<file path="src/rtl/schematic_counter.sv">
// 4-bit registered incrementer: result <= {d3,d2,d1,d0} + 1, one-clock latency, no handshake.
// Built as a ripple of half-adder cells into async-clear D flip-flops; reset (active-low) clears instantly.

module schematic_ha (
  input  logic a,
  input  logic b,
  output logic s,
  output logic c
);
  assign s = a ^ b;
  assign c = a & b;
endmodule

module schematic_dff (
  input  logic clk,
  input  logic clr_n,
  input  logic d,
  output logic q
);
  always_ff @(posedge clk or negedge clr_n) begin
    if (!clr_n) q <= 1'b0;
    else        q <= d;
  end
endmodule

module schematic_counter (
  input  logic       clk,
  input  logic       reset,
  input  logic       d0,
  input  logic       d1,
  input  logic       d2,
  input  logic       d3,
  output logic [3:0] result
);
  logic [3:0] opnd;
  logic [3:0] carry;
  logic [3:0] sum;

  assign opnd     = {d3, d2, d1, d0};
  assign carry[0] = 1'b1;

  for (genvar i = 0; i < 4; i++) begin : g_bit
    if (i < 3) begin : g_ha
      schematic_ha u_ha (
        .a (opnd[i]),
        .b (carry[i]),
        .s (sum[i]),
        .c (carry[i+1])
      );
    end else begin : g_msb
      // MSB cell keeps only the sum; the carry out wraps away with no overflow flag
      assign sum[i] = opnd[i] ^ carry[i];
    end

    schematic_dff u_ff (
      .clk   (clk),
      .clr_n (reset),
      .d     (sum[i]),
      .q     (result[i])
    );
  end
endmodule

</file>
<file path="config.mk">
export PLATFORM = sky130hd
export DESIGN_NAME = schematic_counter
export DESIGN_NICKNAME = d
export VERILOG_FILES = /design/src/rtl/schematic_counter.sv
export SDC_FILE = /design/constraint.sdc
export NUM_CORES = 1
export LEC_CHECK = 0
export CAP_MARGIN = 10
export CORE_AREA = 2 2 39 41
export CTS_BUF_LIST = sky130_fd_sc_hd__clkbuf_8 sky130_fd_sc_hd__clkbuf_16
export CTS_CLUSTER_SIZE = 16
export DETAILED_ROUTE_END_ITERATION = 7
export DIE_AREA = 0 0 41 43
export SLEW_MARGIN = 20
export SYNTH_ARGS = -nofsm -noshare
export SYNTH_HDL_FRONTEND = slang
export SYNTH_HIERARCHICAL = 1
export SYNTH_SLANG_ARGS = --single-unit
</file>
<file path="constraint.sdc">
create_clock -name clk -period 1 [get_ports clk]
set_clock_uncertainty 0.15 [all_clocks]
set_input_delay 0.2 -clock clk [delete_from_list [all_inputs] [get_ports clk]]
set_output_delay 0.2 -clock clk [all_outputs]
set_load 0.05 [all_outputs]
</file>
==> impl_metrics.csv, run 1 <==
group,metric,value,unit
status,status,"complete, but fails checks",
status,violations,"negative setup slack",
synthesis,synth_nets,18,
layout,drive_above_1_share,0.524,
timing,final.setup.tns,-0.410,ns
worst_setup_path,cpPeakStageDelay,0.38,ns
clock_network,tritoncts,"done",
worst_setup_path,path_cells,"buf_12",
synthesis,ys_ff_latch,4,
worst_setup_path,critPathBufInv,1,
worst_setup_path,critPathKind,"flop to output pin",
pwr,p_per_area,1820,nW/um^2
global_route,overflow,0,
timing,final_hold_viol_count,0,
worst_setup_path,cp_slowest_cell,"dfrtp_1",
layout,antenna_cells,0,
floorplan,die_w,41,um
clock_network,cts.path.max_buffers,2,
placement,place.gp.congestion,0.483,
worst_setup_path,critPathRequiredTime,0.65,ns
clock_network,cts_made_buffers,3,
worst_setup_path,cp_max_fo,1,
floorplan,core_area,1380,um^2
clock_network,cts_root_buf,"clkbuf_8",
synthesis,synthDistinctLibCells,4,
floorplan,ios,10,
layout,stdcell_count,37,
layout,top_register,"g_bit.u_ff/q",
route,vias_per_cell,3.27,
placement,place_inst,34,
layout,largest_register_ff_count,4,
global_route,grt.total_usage,0.0544,
route,dr.pass1.iters,3,
global_route,grt_pass1_vias,133,
flow_run,cap_viol_max_count,0,
global_route,grt_max_degree,5,
layout,final_nets,32,
min_path,worstHoldPathType,"input pin to async pin",
route,remaining_drc_errors,0,
route,drtAntennaViolNets,0,
pwr,peakVddDrop,0.318,mV
layout,regArea,100,um^2
worst_setup_path,worstSetupEndpointType,"output pin",
synthesis,ys_seq_area_frac,0.667,
timing,setup_viol,4,
synthesis,synth_compound_area_frac,0,
layout,areaGrowthSynthToFinish,150,%
clock_network,postCtsSetupBuffers,0,
timing,max_freq,904,MHz
placement,dpl.hpwl,250,um
timing,rsz0062_at_grt,"true",
layout,multiInputGateArea,87.6,um^2
timing,period_share,1.11,
synthesis,synth_xor_area_frac,0.0583,
placement,post-place-ws,-0.543,ns
route,vias,121,
synthesis,synth_cells,9,
timing,min_period,1.11,ns
route,drtIter0Drc,3,
synthesis,synth_fa_ha_area_frac,0.250,
clock_network,clkTransAtPathRegs,0.03,ns
pwr,leakagePower,0.168,nW
layout,reg_top3,"g_bit.u_ff/q x4",
worst_setup_path,start_kind,"flop",
placement,io_buffer_count,9,
synthesis,synthSimpleGateAreaFrac,0,
clock_network,h-tree-depth,1,
timing,hold_slack,0.0361,ns
route,routed_wl,319,um
worst_setup_path,cp_data_arrival_time,0.76,ns
clock_network,ctsHoldBuffers,0,
layout,fin_util,0.271,
clock_network,cts_num_sinks,4,
synthesis,synth_top_family_by_area,"adder cells",
synthesis,synth_area,150,um^2
global_route,grt_pass1_wl,489,um
route,wl_per_cell,8.62,um
synthesis,ys_warn_count,6,
layout,fillCellCount,139,
synthesis,synth.avg_cell_area,16.7,um^2
floorplan,die_h,43,um
worst_setup_path,path_delay_family,"flip-flops",
timing,setup_ws,-0.106,ns
timing,slew_viol_final,0,
floorplan,start_util,0.108,
synthesis,synth.area.mux_share,0,
floorplan,die_area,1760,um^2
floorplan,rows,14,
global_route,antenna_found_initial,0,
cell usage after synthesis:
cell type	count	area (um^2)
ha_1	3	37.5
xor2_1	1	8.76
dfrtp_1	4	100
conb_1	1	3.75
logic make-up (layout without fill, tap and decap cells):
family | after synthesis | count (layout)
xor+xnor | 1 | 1
fa+ha+maj | 3 | 3
buf+inv | 0 | 12
flops | 4 | 4
other cells | 1 | 1
layout make-up:
class	count	share of cell area
sequential	4	0.267
clock buffer	3	0.110
timing repair buffer	9	0.337
multi-input combinational	5	0.233
tap	16	0.0533
worst paths after layout:
kind,start,end,cells past startpoint
worst min-delay path,reset,g_bit[3].u_ff/q,1
min in group clk,d2,g_bit[2].u_ff/q,2
max in group asynchronous,reset,g_bit[0].u_ff/q,1
worst max-delay path,g_bit[2].u_ff/q,result[2],1
timing repair:
action | 4_1_cts | 5_1_grt
pin swaps | 0 | 1
gates resized for setup | 4 | 2
endpoints found under the setup margin | 7 | 5
placed cells by master (no fill, tap or decap), drive strengths merged:
cell type | Yosys | layout
clkdlybuf4s50 | 0 | 2
dlymetal6s2s | 0 | 1
dlygate4sd2 | 0 | 1
ha | 3 | 3
buf | 0 | 5
conb | 1 | 1
clkbuf | 0 | 3
dfrtp | 4 | 4
xor2 | 1 | 1
power by group:
part | internal, mW | switching (mW) | leakage, nW
sequential | 0.178 | 0.0120 | 0.0466
combinational | 0.0818 | 0.0767 | 0.100
clock | 0.256 | 0.0786 | 0.0216
per-layer routing:
metal	wire, um	track usage	vias to the layer above
met5	0	0	-
met4	33	0.100	0
met3	76	0.0471	5
met2	123	0.0563	13
met1	86	0.0391	51
li1	-	-	52
through the flow:
stage	cell area (um^2)	power, mW
floorplan	188	0.255
global placement	338	0.356
detailed placement	338	0.357
CTS	379	0.701
global route	375	0.724
finish	375	0.683
No activity file was read; power rests on OpenSTA's default activity.
==> inputs of run 2 (changes only) <==
- PLACE_DENSITY: unset -> 0.3
- TNS_END_PERCENT: unset -> 100
==> run 2 against run 1 <==
- the flow still finishes with violations (negative setup slack)
- worst setup slack improved by 0.0027 ns
- flip-flop and latch count unchanged
- clock power about the same
==> impl_metrics.csv, run 2 (synthesis results as in run 1) <==
group,metric,value,unit
layout,final_nets,32,
layout,largest_register_ff_count,4,
placement,io_buffer_count,9,
layout,reg_top3,"g_bit.u_ff/q x4",
worst_setup_path,cp_max_fo,1,
status,status,"complete, but fails checks",
worst_setup_path,critPathBufInv,1,
global_route,grt_max_degree,5,
clock_network,cts.path.max_buffers,2,
worst_setup_path,cp_data_arrival_time,0.75,ns
route,drtIter0Drc,0,
timing,max_freq,906,MHz
clock_network,h-tree-depth,1,
timing,final_hold_viol_count,0,
placement,place.gp.congestion,0.566,
clock_network,clkTransAtPathRegs,0.03,ns
worst_setup_path,cp_slowest_cell,"dfrtp_1",
layout,areaGrowthSynthToFinish,147,%
flow_run,cap_viol_max_count,0,
timing,slew_viol_final,0,
pwr,peakVddDrop,1.16,mV
floorplan,die_h,43,um
global_route,overflow,0,
route,vias,110,
timing,setup_viol,4,
route,vias_per_cell,2.97,
route,routed_wl,294,um
layout,fillCellCount,140,
layout,drive_above_1_share,0.524,
placement,post-place-ws,-0.533,ns
worst_setup_path,path_delay_family,"flip-flops",
global_route,grt_pass1_vias,132,
status,violations,"negative setup slack",
layout,multiInputGateArea,87.6,um^2
placement,dpl.hpwl,224,um
floorplan,rows,14,
timing,min_period,1.10,ns
worst_setup_path,cpPeakStageDelay,0.39,ns
worst_setup_path,path_cells,"buf_12",
worst_setup_path,start_kind,"flop",
min_path,worstHoldPathType,"input pin to async pin",
route,remaining_drc_errors,0,
layout,final_area,372,um^2
route,wl_per_cell,7.95,um
pwr,p_per_area,1830,nW/um^2
worst_setup_path,worstSetupEndpointType,"output pin",
layout,fin_util,0.269,
floorplan,core_area,1380,um^2
floorplan,start_util,0.108,
layout,top_register,"g_bit.u_ff/q",
global_route,grt.total_usage,0.0452,
pwr,finalPower,0.681,mW
timing,hold_slack,0.0382,ns
clock_network,cts_root_buf,"clkbuf_8",
route,dr.pass1.iters,1,
timing,rsz0062_at_grt,"true",
clock_network,cts_made_buffers,3,
timing,setup_ws,-0.103,ns
pwr,leakagePower,0.160,nW
floorplan,ios,10,
layout,regArea,100,um^2
worst_setup_path,critPathRequiredTime,0.65,ns
layout,layout_common_cells,"dfrtp_1, buf_12, clkbuf_8, ha_4",
timing,period_share,1.10,
layout,antenna_cells,0,
floorplan,die_area,1760,um^2
worst_setup_path,critPathKind,"flop to output pin",
global_route,grt_pass1_wl,455,um
floorplan,die_w,41,um
placement,placedInstanceArea,338,um^2
clock_network,ctsHoldBuffers,0,
clock_network,cts_num_sinks,4,
clock_network,tritoncts,"done",
route,drtAntennaViolNets,0,
global_route,antenna_found_initial,0,
-- run 2: changes by cell type in the layout (fill, tap and decap cells not counted) --
| cell | change |
|---|---|
| dlymetal6s2s_1 | -1 |
| dlygate4sd2_1 | +1 |
-- run 2: worst max-delay path by stage --
stage / start / endpoint / slack [ns] / depth (start not counted)
floorplan: g_bit[0].u_ff/q / result[0] / 0.06 / 0
global placement: d0 / g_bit[3].u_ff/q / -0.53 / 5
detailed placement: d0 / g_bit[3].u_ff/q / -0.53 / 5
CTS: g_bit[0].u_ff/q / result[0] / -0.11 / 1
global route: g_bit[1].u_ff/q / result[1] / -0.12 / 1
finish: g_bit[0].u_ff/q / result[0] / -0.10 / 1
-- run 2: what timing repair did --
action / in CTS / in global routing
hold endpoints to repair: 0 / 0
gates cloned: 0 / 0
endpoints found under the setup margin: 7 / 4
resized for setup: 6 / 0
setup buffers: 0 / 0
pin swaps: 1 / 0
-- run 2: metrics by stage --
stage / instances / setup TNS (ns)
floorplan: 9 / 0
global placement: 34 / -1.46
detailed placement: 34 / -1.48
CTS: 37 / -0.444
global route: 37 / -0.479
finish: 37 / -0.403
-- run 2: power by group --
part	switching, mW	internal [mW]	total (mW)	leakage (nW)
combinational	0.0769	0.0818	0.159	0.0922
clock	0.0759	0.256	0.332	0.0216
sequential	0.0122	0.178	0.190	0.0466
-- run 2: area by class of cell --
class | instances | area share
Tap cell | 16 | 0.0539
Sequential cell | 4 | 0.269
Multi-Input combinational cell | 5 | 0.236
Timing Repair Buffer | 9 | 0.330
Clock buffer | 3 | 0.111
-- run 2: per-layer routing --
metal | vias up | track usage | share of wire | wire, um
met2 | 9 | 0.0531 | 0.39 | 116
met5 | - | 0 | 0 | 0
met3 | 0 | 0.0628 | 0.17 | 50
li1 | 53 | - | - | -
met4 | 0 | 0.0200 | 0 | 0
met1 | 48 | 0.0418 | 0.43 | 127
==> patch: new RTL, settings of run 1 <==
Register the inputs `d0`, `d1`, `d2` and `d3` before use. The logic sees them one clock later. Comments in the files are not updated.
--- a/src/rtl/schematic_counter.sv
+++ b/src/rtl/schematic_counter.sv
@@ -34,2 +34,15 @@
 );
+
+  logic d0_q;
+  logic d1_q;
+  logic d2_q;
+  logic d3_q;
+
+  always_ff @(posedge clk) begin
+      d0_q <= d0;
+      d1_q <= d1;
+      d2_q <= d2;
+      d3_q <= d3;
+  end
+
   logic [3:0] opnd;
@@ -38,3 +51,3 @@
 
-  assign opnd     = {d3, d2, d1, d0};
+  assign opnd     = {d3_q, d2_q, d1_q, d0_q};
   assign carry[0] = 1'b1;
Formal check against the unedited RTL: not equivalent (Yosys sat finds a counterexample within 4 cycles, from zero or initial values and one cycle with reset low).
==> patch against run 1 <==
- the run still ends with negative setup slack left
- cell area increased by 23%
- routed wire length rose by 24%
- setup slack got worse by 71 ps
- area after synthesis increased by 53%
- hold slack got worse by 9.5 ps
- power is 31% higher
- synthesized cell count rose by 44%
- sequential cell count is 4 higher
- critical endpoint is now g_bit[3].u_ff/q
- largest power group unchanged
==> patch: results (changes against run 1) <==
metric;value;unit;change
status;finished with violations;;
synthAdderAreaFrac;0.163;;-0.0870
finalSetupViolations;6;;+2
setup_tns;-714;ps;-304 ps
fin_ws;-177;ps;-71.3 ps
synth_nets;22;;+4
multi_input_area_share;0.190;;-0.0436
cp_slowest_cell;dfxtp_2;;
first_global_vias;184;;+38%
synthCells;13;;+4
drt_iter0_markers;1;;-2
nets;36;;+13%
slowest_delay;320;ps;-60 ps
via_per_inst;3.41;;+4.4%
synth_xor_area_frac;0.0380;;-0.0203
clk_share;0.0894;;-0.0206
dp.final_hpwl;294;µm;+18%
synth_cell_types;5;;+1
ys.flop_type;dfxtp_1;;
num_vias;140;;+16%
grt_usage;0.0648;;+0.0103
first_pass_iters;2;;-1
async_flop_share;0.500;;-0.500
cp.required;950;ps;+300 ps
violations;negative setup slack;;
routabilityCongestion;0.589;;+22%
place_area;409;µm²;+21%
[patch: how the worst max path moves through the flow]
stage | startpoint | to | slack (ps) | depth (start not counted)
CTS | d0_q | g_bit[3].u_ff/q | -190 | 4
detailed placement | d0_q | g_bit[3].u_ff/q | -180 | 4
floorplan | d1_q | g_bit[3].u_ff/q | 5 | 3
finish | d0_q | g_bit[3].u_ff/q | -180 | 4
global route | d0_q | g_bit[3].u_ff/q | -200 | 4
global placement | d0_q | g_bit[3].u_ff/q | -170 | 4
[patch: metal layers]
layer / global-route usage / routed length (µm) / vias up
met3: 0.0471 / 49 / 2
met1: 0.0528 / 151 / 64
met4: 0.0600 / 9 / 0
met5: 0 / 0 / -
li1: - / - / 64
met2: 0.0938 / 186 / 10
[patch: power breakdown]
group          total (mW)  internal (mW)  switching [mW]  leakage, nW
Combinational       0.160         0.0867          0.0737       0.0895
Clock               0.368          0.259           0.109       0.0216
Sequential          0.367          0.348          0.0187       0.0804
Total               0.895          0.694           0.201        0.191
